<file path="src/rtl/tmr_scrub_mon.sv">
// TMR voter with scrub sequencer, per-lane error counters and windowed alarm.
// Replica mismatches trigger one scrub load, a settle delay and a stuck re-check.
module tmr_scrub_mon #(
  parameter int dw   = 1,
  parameter int cw   = 8,
  parameter int thr  = 4,
  parameter int win  = 256,
  parameter int hold = 2
) (
  input  logic          c,
  input  logic          r,
  input  logic          e,
  input  logic [dw-1:0] q1,
  input  logic [dw-1:0] q2,
  input  logic [dw-1:0] q3,
  input  logic          clr,
  output logic [dw-1:0] q,
  output logic [dw-1:0] sd,
  output logic          se,
  output logic [2:0]    lane_err,
  output logic [cw-1:0] cnt1,
  output logic [cw-1:0] cnt2,
  output logic [cw-1:0] cnt3,
  output logic          multi,
  output logic          alarm,
  output logic          stuck
);

  localparam logic [1:0] IDLE   = 2'd0;
  localparam logic [1:0] SCRUB  = 2'd1;
  localparam logic [1:0] SETTLE = 2'd2;
  localparam logic [1:0] CHECK  = 2'd3;

  localparam int ww = $clog2(win);
  localparam int hw = (hold > 1) ? $clog2(hold) : 1;

  localparam logic [ww-1:0] wlast = ww'(win - 1);
  localparam logic [hw-1:0] hlast = hw'(hold - 1);
  localparam logic [cw-1:0] cmax  = '1;
  localparam logic [cw-1:0] thr_c = cw'(thr);

  logic [1:0]    st_q, st_d;
  logic [hw-1:0] hc_q, hc_d;
  logic [dw-1:0] sd_q, sd_d;
  logic          se_q, se_d;
  logic [2:0]    lerr_q, lerr_d;
  logic [cw-1:0] c1_q, c1_d;
  logic [cw-1:0] c2_q, c2_d;
  logic [cw-1:0] c3_q, c3_d;
  logic [ww-1:0] wc_q, wc_d;
  logic [cw-1:0] ev_q, ev_d;
  logic          multi_q, multi_d;
  logic          alarm_q, alarm_d;
  logic          stuck_q, stuck_d;
  logic          blk_q, blk_d;

  logic [2:0]    m;
  logic          any_m;
  logic          two_m;
  logic          trig;
  logic          wrap;
  logic [cw-1:0] ev_base;

  assign q     = (q1 & q2) | (q1 & q3) | (q2 & q3);
  assign m     = {|(q3 ^ q), |(q2 ^ q), |(q1 ^ q)};
  assign any_m = |m;
  assign two_m = (m[0] & m[1]) | (m[0] & m[2]) | (m[1] & m[2]);
  assign wrap  = (wc_q == wlast);

  always_comb begin
    st_d    = st_q;
    hc_d    = hc_q;
    sd_d    = sd_q;
    se_d    = 1'b0;
    lerr_d  = e ? m : lerr_q;
    c1_d    = c1_q;
    c2_d    = c2_q;
    c3_d    = c3_q;
    multi_d = multi_q;
    alarm_d = alarm_q;
    stuck_d = stuck_q;
    blk_d   = blk_q;
    trig    = 1'b0;
    unique case (st_q)
      IDLE: begin
        // a fault still present after CHECK stays blocked until it clears
        if (!any_m) blk_d = 1'b0;
        if (e && any_m && !blk_q) begin
          trig = 1'b1;
          st_d = SCRUB;
          se_d = 1'b1;
          sd_d = q;
        end
      end
      SCRUB: begin
        st_d = SETTLE;
        hc_d = '0;
      end
      SETTLE: begin
        if (hc_q == hlast) st_d = CHECK;
        else hc_d = hc_q + 1'b1;
      end
      CHECK: begin
        st_d = IDLE;
        if (any_m) begin
          stuck_d = 1'b1;
          blk_d   = 1'b1;
        end
      end
    endcase
    if (trig) begin
      if (m[0] && c1_q != cmax) c1_d = c1_q + 1'b1;
      if (m[1] && c2_q != cmax) c2_d = c2_q + 1'b1;
      if (m[2] && c3_q != cmax) c3_d = c3_q + 1'b1;
      if (two_m) multi_d = 1'b1;
    end
    wc_d    = wrap ? '0 : wc_q + 1'b1;
    ev_base = wrap ? '0 : ev_q;
    ev_d    = (trig && ev_base != cmax) ? ev_base + 1'b1 : ev_base;
    if (ev_d >= thr_c) alarm_d = 1'b1;
    if (clr) begin
      c1_d    = '0;
      c2_d    = '0;
      c3_d    = '0;
      ev_d    = '0;
      multi_d = 1'b0;
      alarm_d = 1'b0;
      stuck_d = 1'b0;
    end
  end

  always_ff @(posedge c) begin
    if (r) begin
      st_q    <= IDLE;
      hc_q    <= '0;
      sd_q    <= '0;
      se_q    <= 1'b0;
      lerr_q  <= '0;
      c1_q    <= '0;
      c2_q    <= '0;
      c3_q    <= '0;
      wc_q    <= '0;
      ev_q    <= '0;
      multi_q <= 1'b0;
      alarm_q <= 1'b0;
      stuck_q <= 1'b0;
      blk_q   <= 1'b0;
    end else begin
      st_q    <= st_d;
      hc_q    <= hc_d;
      sd_q    <= sd_d;
      se_q    <= se_d;
      lerr_q  <= lerr_d;
      c1_q    <= c1_d;
      c2_q    <= c2_d;
      c3_q    <= c3_d;
      wc_q    <= wc_d;
      ev_q    <= ev_d;
      multi_q <= multi_d;
      alarm_q <= alarm_d;
      stuck_q <= stuck_d;
      blk_q   <= blk_d;
    end
  end

  assign sd       = sd_q;
  assign se       = se_q;
  assign lane_err = lerr_q;
  assign cnt1     = c1_q;
  assign cnt2     = c2_q;
  assign cnt3     = c3_q;
  assign multi    = multi_q;
  assign alarm    = alarm_q;
  assign stuck    = stuck_q;

endmodule

</file>
<file path="config.mk">
export PLATFORM = sky130hd
export DESIGN_NAME = tmr_scrub_mon
export DESIGN_NICKNAME = d
export VERILOG_FILES = /design/src/rtl/tmr_scrub_mon.sv
export SDC_FILE = /design/constraint.sdc
export NUM_CORES = 1
export LEC_CHECK = 0
export CORE_ASPECT_RATIO = 1.4
export CORE_MARGIN = 4
export CORE_UTILIZATION = 35
export DETAILED_ROUTE_END_ITERATION = 16
export SLEW_MARGIN = 20
export SYNTH_ARGS = -nofsm -noshare
export SYNTH_HDL_FRONTEND = slang
export SYNTH_SLANG_ARGS = --single-unit
</file>
<file path="constraint.sdc">
create_clock -name c -period 4.3 [get_ports c]
set_input_delay 0.86 -clock c [delete_from_list [all_inputs] [get_ports c]]
set_output_delay 0.86 -clock c [all_outputs]
set_load 0.03 [all_outputs]
</file>
==> flow_results.org, run 1 <==
** Clock network
- The cell sitting at the root of the clock tree is a sky130_fd_sc_hd__clkbuf_8.
- TritonCTS clock tree :: yes
- After clock tree synthesis, the flow added hold-fix buffers numbering 0.
- Depth of the CTS H-tree :: 2
- The longest clock path from root to sink contains 2 buffers.
- # resized after CTS :: 0
- Clock slew at reported path FFs :: ~90 ps
- Buffers inserted during clock tree synthesis total 5.
- Post-CTS setup-driven buffer insertion count :: 0
- Clock Latency Late Sink :: approximately 300 ps
- Num Clock Sinks :: 52

** Synth
- The biggest area contributor in the post-synthesis netlist is sky130_fd_sc_hd__dfxtp_1.
- Ranked by instance count, the synthesized netlist is headed by 52 x sky130_fd_sc_hd__dfxtp_1, 47 x sky130_fd_sc_hd__nor2_1, 22 x sky130_fd_sc_hd__nand2_1, 16 x sky130_fd_sc_hd__xnor2_1, 15 x sky130_fd_sc_hd__nand3_1.
- Netlist area before placement :: ~0.0026 mm^2
- Synthesized instance count :: ~300
- Sorting the synthesized cells by area gives the leading types as sky130_fd_sc_hd__dfxtp_1 40%, sky130_fd_sc_hd__nor2_1 6.8%, sky130_fd_sc_hd__xnor2_1 5.4%.
- Syn Nets :: 313
- Area share of the largest cell type after synthesis :: about two fifths
- Sequential fraction of the synthesis area :: 40.4%
- In this run, synthesis produced a sequential element count of 52.
- Among all flip-flop cells after synthesis, the most frequent one is sky130_fd_sc_hd__dfxtp_1.
- In this run, synthesis inferred 0 flip-flops with an integrated enable.
- Among all cell types in the netlist, the one instantiated most often is sky130_fd_sc_hd__dfxtp_1.
- For this run, asynchronously set or reset flops after synthesis account for 0%.
- The average instance in the mapped netlist occupies between 8 and 9 um^2.
- Count of unique library cells instantiated by Yosys :: 55
- Synthesis Warnings :: 0

** Layout
- Layout area overhead :: 20.8%
- Sequential standard cell area :: 0.00104 mm^2
- Summing all multi-input logic gate instances after layout gives 0.00143 mm^2.
- For this run, the post-layout net count is between 300 and 400.
- Counting the fill cells in the layout gives between 700 and 800.
- Diodes inserted :: 0
- The post-route netlist has under 10% of its cells at a drive strength greater than 1.
- With fillers left out, the area of the finished cells amounts to approximately 0.0031 mm^2.

** Die
- Row generation in the floorplan step produced 36 rows.
- Die extent in x :: 80.5 um
- Initial Util :: a little over a third
- The floorplan step defined a die boundary enclosing ~0.009 mm^2.
- The floorplan step defined a core boundary enclosing 0.00707 mm^2.
- Die Y-Extent :: between 100 and 150 um
- Num ports :: 40

** Power and ir drop
- Summed over all cells, the static leakage comes to between 1 and 1.5 nW.
- Worst-case vdd ir drop :: around 150 uV
- Total power per unit cell area :: roughly 320 mW/mm^2

** Timing
- Setup repair after global routing left no endpoint under its margin.
- Final Slew Violations :: 0
- After layout, the minimum clock period comes to approximately 3400 ps.
- Setup violations remaining at the end of the flow were counted as 0.
- Setup total negative slack :: 0 ps
- Share of the cycle needed by the critical path after routing :: between 70% and 80%
- Hold violation count in the final report :: 0
- Achievable clock frequency :: 291 MHz
- Tightest slew margin relative to the limit :: 54.6%
- Post-Route Skew :: between 6 and 7 ps
- Slew at the pin closest to its max-slew limit :: approximately 680 ps

** Drt
- Number of vias per cell :: a little over 5
- Total vias in the final route :: 2174
- The detail route stage leaves a number of antenna-violating nets equal to 0.
- For this block, the initial DRC count from the detailed router was between 100 and 150.
- Remaining routing DRC violations :: 0
- Count of TritonRoute iterations in the first routing pass :: 4
- The routed design has approximately 5500 um of wire.
- Average detailed-routed wire length per instance :: roughly 13 um

** Critical path
- Required time of the worst setup path :: between 3000 and 4000 ps
- Standard cell with the maximum stage delay on the critical path :: sky130_fd_sc_hd__clkdlybuf4s50_1
- Largest stage delay on the critical path :: roughly 760 ps
- STA classifies the critical path startpoint as an input pin.
- Series of cell instances along the critical path :: clkdlybuf4s50_1 -> maj3_1 -> clkdlybuf4s50_1
- WS Path Type :: input pin to output port
- Grouping stages by cell kind, the critical path spends the most delay in buffers and inverters.
- Counting both buffers and inverters, the worst setup path holds a total of 2.
- Worst Path Arrival :: approximately 2600 ps
- Along the worst path, the maximum fanout reaches 11.
- By instance count, the cell type seen most on the critical path is sky130_fd_sc_hd__clkdlybuf4s50_1.
- STA classifies the critical path endpoint as an output port.
- The setup check on the worst reg-to-reg path leaves a slack of ~1300 ps.

** GRT
- Pin count of the biggest net entering global routing :: 36
- Number of antenna violations at the first check in global routing :: 0
- Global-route usage over all layers :: 13.4%
- The first global-routing pass estimated ~9400 um of wire.
- Via count of the first global-routing pass :: between 2000 and 2500
- After global routing the overflow that remains totals 0.

** Hold path
- Path type of the worst min-delay path :: flop to flop

** Placed design
- Routability-driven placement finished with a final weighted congestion of between 0.8 and 0.9.
- Buffers on Ports :: 39
- After detailed placement, the total cell area comes to roughly 0.0030 mm^2.
- Estimated wirelength of the detail-placed design :: slightly below 4000 um

** Job
- The tool flagged a number of max-cap violations equal to 0.

** Run status
- The run finished with clean final reports.
## path summary, 6_finish.rpt
kind	from	endpoint	depth (start not counted)
min reg2reg	multi	multi	2
max	q3	q	3
min	multi	multi	2
max reg2reg	wc_q[0]	alarm	10
## report_power, final
| group | internal [mW] | switching, mW |
|---|---|---|
| registers | 0.502 | 0.0144 |
| clock network | 0.132 | 0.152 |
| logic | 0.0805 | 0.128 |
## state kept, by name, summed over array words and instances, names as in the netlist, 2 cells and up
register	count
cnt1	8
cnt2	8
cnt3	8
ev_q	8
wc_q	8
lane_err	3
st_q	2
## metrics by stage
stage	total power, mW	utilization (%)	worst slack [ps]	hold slack [ps]	cells
after floorplan	0.680	-	1650	433	298
after global placement	0.733	42.8	906	416	419
after detailed placement	0.737	42.8	876	420	419
after CTS	1.02	44.0	870	438	427
after global routing	1.07	44.0	776	472	427
final	1.01	44.0	869	438	427
## layer usage
metal	global-route usage (%)	vias up	share of wire [%]
li1	-	1114	-
met1	15.4	1010	44
met2	23.7	42	50
met3	2.46	8	3.6
met4	6.52	0	2.2
met5	0	-	0
## logic make-up after synthesis
kind of cell    after synthesis  share of synthesized area [%]
fa+ha+maj                     9                           4.27
buf+inv                      24                           4.22
compound gates               37                           10.6
flops                        52                           40.4
mux                           5                           1.94
simple gates                146                           30.1
xor+xnor                     25                           8.49
## layout make-up
class / count / area share (%)
clock buffers: 8 / 2.89
inverters: 10 / 1.21
multi-input cells: 222 / 45.9
flip-flops and latches: 52 / 33.4
well taps: 95 / 3.82
repair buffers: 40 / 12.8
## worst reg2reg max path, cell delays in order, from the launching register on
cell and delay, ps:
sky130_fd_sc_hd__dfxtp_1 360, sky130_fd_sc_hd__ha_1 210, sky130_fd_sc_hd__nand4_1 180, sky130_fd_sc_hd__or2_1 390, sky130_fd_sc_hd__and2_1 210, sky130_fd_sc_hd__ha_1 230, sky130_fd_sc_hd__nand3_1 140, sky130_fd_sc_hd__nor2_1 110
sky130_fd_sc_hd__or4_1 420, sky130_fd_sc_hd__a2111oi_0 410, sky130_fd_sc_hd__a41oi_1 160
## layout by cell type, fill, tap and decap left out, types with 2 or more instances in the layout
cell type	instances
sky130_fd_sc_hd__ha_1	8
sky130_fd_sc_hd__or4_1	2
sky130_fd_sc_hd__nor4_1	11
sky130_fd_sc_hd__clkbuf_1	2
sky130_fd_sc_hd__o21ai_1	2
sky130_fd_sc_hd__nand4_1	9
sky130_fd_sc_hd__nor3_1	14
sky130_fd_sc_hd__a211oi_1	2
sky130_fd_sc_hd__o22ai_1	2
sky130_fd_sc_hd__a2111oi_0	2
sky130_fd_sc_hd__inv_1	10
sky130_fd_sc_hd__clkbuf_8	6
sky130_fd_sc_hd__dfxtp_1	52
sky130_fd_sc_hd__nand2_1	22
sky130_fd_sc_hd__xnor2_1	16
sky130_fd_sc_hd__or2_2	2
sky130_fd_sc_hd__nor2_1	47
sky130_fd_sc_hd__a311oi_1	2
sky130_fd_sc_hd__a22oi_1	2
sky130_fd_sc_hd__o21ba_1	2
sky130_fd_sc_hd__nand3_1	15
sky130_fd_sc_hd__and3b_1	3
sky130_fd_sc_hd__o21ai_0	5
sky130_fd_sc_hd__nor3b_1	3
sky130_fd_sc_hd__and2_1	6
sky130_fd_sc_hd__a21oi_1	7
sky130_fd_sc_hd__xor2_1	9
sky130_fd_sc_hd__a31oi_1	2
sky130_fd_sc_hd__mux2i_1	5
sky130_fd_sc_hd__clkdlybuf4s50_1	39
Power figures use the tool's default switching activity.
==> inputs of run 2 (changes only) <==
==> constraint.sdc (replaced) <==
create_clock -name c -period 2.9 [get_ports c]
set_input_delay 0.58 -clock c [delete_from_list [all_inputs] [get_ports c]]
set_output_delay 0.58 -clock c [all_outputs]
set_load 0.03 [all_outputs]
==> flow_results.org, run 2 (synthesized netlist as in run 1, its figures left out) <==
** Critical path
- At the worst endpoint, the arrival time is roughly 2900 ps.
- Kind of start point of the critical path :: flop
- Required time of the worst setup path :: 3060 ps
- Register-to-Register Setup Slack :: 190 ps
- The worst setup path is captured at a flop.
- The critical path in this run is classified as flop to flop.
- R2R depth :: 10
- Of all nets on the critical path, the largest fanout is 4.

** Drt
- Remaining routing DRC violations :: 0
- After detailed routing, the number of vias per cell comes to 4.99.
- Average detailed-routed wire length per instance :: between 10 and 15 um
- Count of TritonRoute iterations in the first routing pass :: 4
- Total vias in the final route :: approximately 2200
- Remaining antenna violation count :: 0
- In this run, the number of DRC markers left after iteration 0 of detailed routing was 73.
- Wirelength, routed :: 5540 um

** GRT
- Global routing used 14.0% of the available tracks across all layers.
- For met3 alone, demand over resource in global routing was approximately 3%.
- Met2 track demand over resource in global routing :: 24.3%
- The initial antenna violation count was 0.
- Summed over all layers, the global routing overflow is 0.
- Global routing consumed, on the met1 layer, between 15 and 20% of the routing resources.
- In this run the most used layer during global routing was met2.
- Pin count of the biggest net entering global routing :: 36
- The first global-routing pass estimated around 9900 um of wire.
- The number of global-route vias before repair is 2113.

** Layout
- The count of cells in the finished layout, fillers not included, comes to 440.
- Compared with the post-synthesis result, the final layout area differs by 26.1%.
- Commonest non-fill, non-tap cells in the layout :: 52 x sky130_fd_sc_hd__dfxtp_1, 47 x sky130_fd_sc_hd__nor2_1, 38 x sky130_fd_sc_hd__clkdlybuf4s50_1
- The post-route netlist has 10.1% of its cells at a drive strength greater than 1.
- Filler Cells Inserted :: ~730
- Number of nets in the final layout :: 359
- Diodes inserted :: 0
- Most common library cell in the layout ignoring fill and taps :: sky130_fd_sc_hd__dfxtp_1

** Power and ir drop
- Summed over all nets, the switching power comes to between 0.4 and 0.5 mW.
- Total power per unit cell area :: around 500 mW/mm^2
- Cell leakage power :: 1.12 nW
- Switching fraction of total power :: a little over a quarter
- Power share of the clock group :: between 30% and 40%
- Portion of total power attributed to combinational logic :: between 20% and 30%
- Sequential Power Share :: 46.9%
- Cell internal power was estimated by the tool at approximately 1.2 mW.
- Worst-case vdd ir drop :: between 300 and 400 uV

** Timing
- On the final layout, the worst clock skew is about 6.6 ps.
- Tightest slew margin relative to the limit :: about half
- Share of the cycle needed by the critical path after routing :: just over 90%
- At the pin with the least slew margin, the transition time is about 740 ps.
- Final Slew Violations :: 0
- For the final routed database, the setup TNS stands at 0 ps.
- Setup violations remaining at the end of the flow were counted as 0.
- Timing would allow up to around 370 MHz.
- Minimum clock period after layout :: between 2000 and 3000 ps
- Setup repair after global routing missed its margin :: false
- The total count of hold-check failures in the final report is 0.

** Clock network
- CTS Buf Count :: 5
- Num Clock Sinks :: 52
- Clock Latency Late Sink :: around 300 ps
- The clock passes through at most 2 buffers.
- Depth of the CTS H-tree :: 2
- Post-CTS setup-driven buffer insertion count :: 0
- TritonCTS clock tree :: yes
- The tree is rooted in a sky130_fd_sc_hd__clkbuf_8.
- Clock-pin slew was measured on the worst setup and hold paths at ~100 ps.

** Die
- The initialized floorplan defines 36 standard-cell rows.
- 40 I/O pins were placed.
- Total die area :: between 0.008 and 0.009 mm^2
- Once the floorplan was initialized, standard cells occupied approximately 36% of the core.
- Area of the placeable core :: slightly above 0.007 mm^2
- Die extent in x :: approximately 80 um
- Die Y-Extent :: between 100 and 150 um

** Run status
- Status :: finished, final reports clean

** Job
- Max Cap Violations :: 0

** Placed design
- Routability congestion estimate from global placement :: roughly 0.86
- Cell total after placement :: roughly 430
- During placement, the flow inserted port buffers numbering 39.
- Estimated wirelength of the detail-placed design :: roughly 4100 um

** Hold path
- The worst hold path belongs to the class flop to flop.
- The worst hold path was traced through 2 stages.
## run 2: path summary, 6_finish.rpt
path | end | startpoint
worst max-delay path | alarm | wc_q[0]
worst min-delay path | multi | multi
worst max register to register | alarm | wc_q[0]
worst min register to register | multi | multi
## run 2: what timing repair did
item / CTS / global route
hold buffers: 0 / 0
endpoints found under the setup margin: 0 / 1
gates resized for setup: 0 / 2
## run 2: critical path, stage by stage (launching register included)
cell and delay, ps:
sky130_fd_sc_hd__dfxtp_1 360, sky130_fd_sc_hd__ha_1 210, sky130_fd_sc_hd__nand4_1 180, sky130_fd_sc_hd__or2_1 290, sky130_fd_sc_hd__and2_1 160, sky130_fd_sc_hd__ha_1 220
sky130_fd_sc_hd__nand3_1 130, sky130_fd_sc_hd__nor2_1 70, sky130_fd_sc_hd__or4_1 430, sky130_fd_sc_hd__a2111oi_2 360, sky130_fd_sc_hd__a41oi_1 150
## run 2: through the flow
stage | util [%] | instance area (um^2) | worst slack [ps] | hold slack, ps | power [mW]
after floorplan | - | 2580 | 250 | 433 | 1.01
after global placement | 44.1 | 3120 | 144 | 415 | 1.10
after detailed placement | 44.1 | 3120 | 19.1 | 422 | 1.11
after CTS | 45.9 | 3250 | 6.40 | 439 | 1.66
after global routing | 46.0 | 3250 | 21.1 | 482 | 1.72
final | 46.0 | 3250 | 188 | 434 | 1.63
## run 2: area by class of cell
type                            count  area (um^2)  area share (%)
Tap cell                           95          119            3.66
Multi-Input combinational cell    222         1440            44.1
Inverter                           10         37.5            1.15
Clock inverter                      1         30.0           0.923
Sequential cell                    52         1040            32.0
Timing Repair Buffer               53          493            15.2
Clock buffer                        7         96.3            2.96
## run 2: routing by layer
layer | up-vias | wire length [um]
met5 | - | 0
met2 | 34 | 2790
li1 | 1141 | -
met4 | 0 | 85
met3 | 6 | 168
met1 | 1016 | 2500
## run 2: power by group through the flow
stage / Combinational [mW] / Sequential, mW / Clock, mW
after floorplan: 0.211 / 0.798 / 0
after global placement: 0.321 / 0.781 / 0
after detailed placement: 0.328 / 0.783 / 0
after CTS: 0.330 / 0.766 / 0.564
after global routing: 0.361 / 0.772 / 0.592
final: 0.325 / 0.765 / 0.540
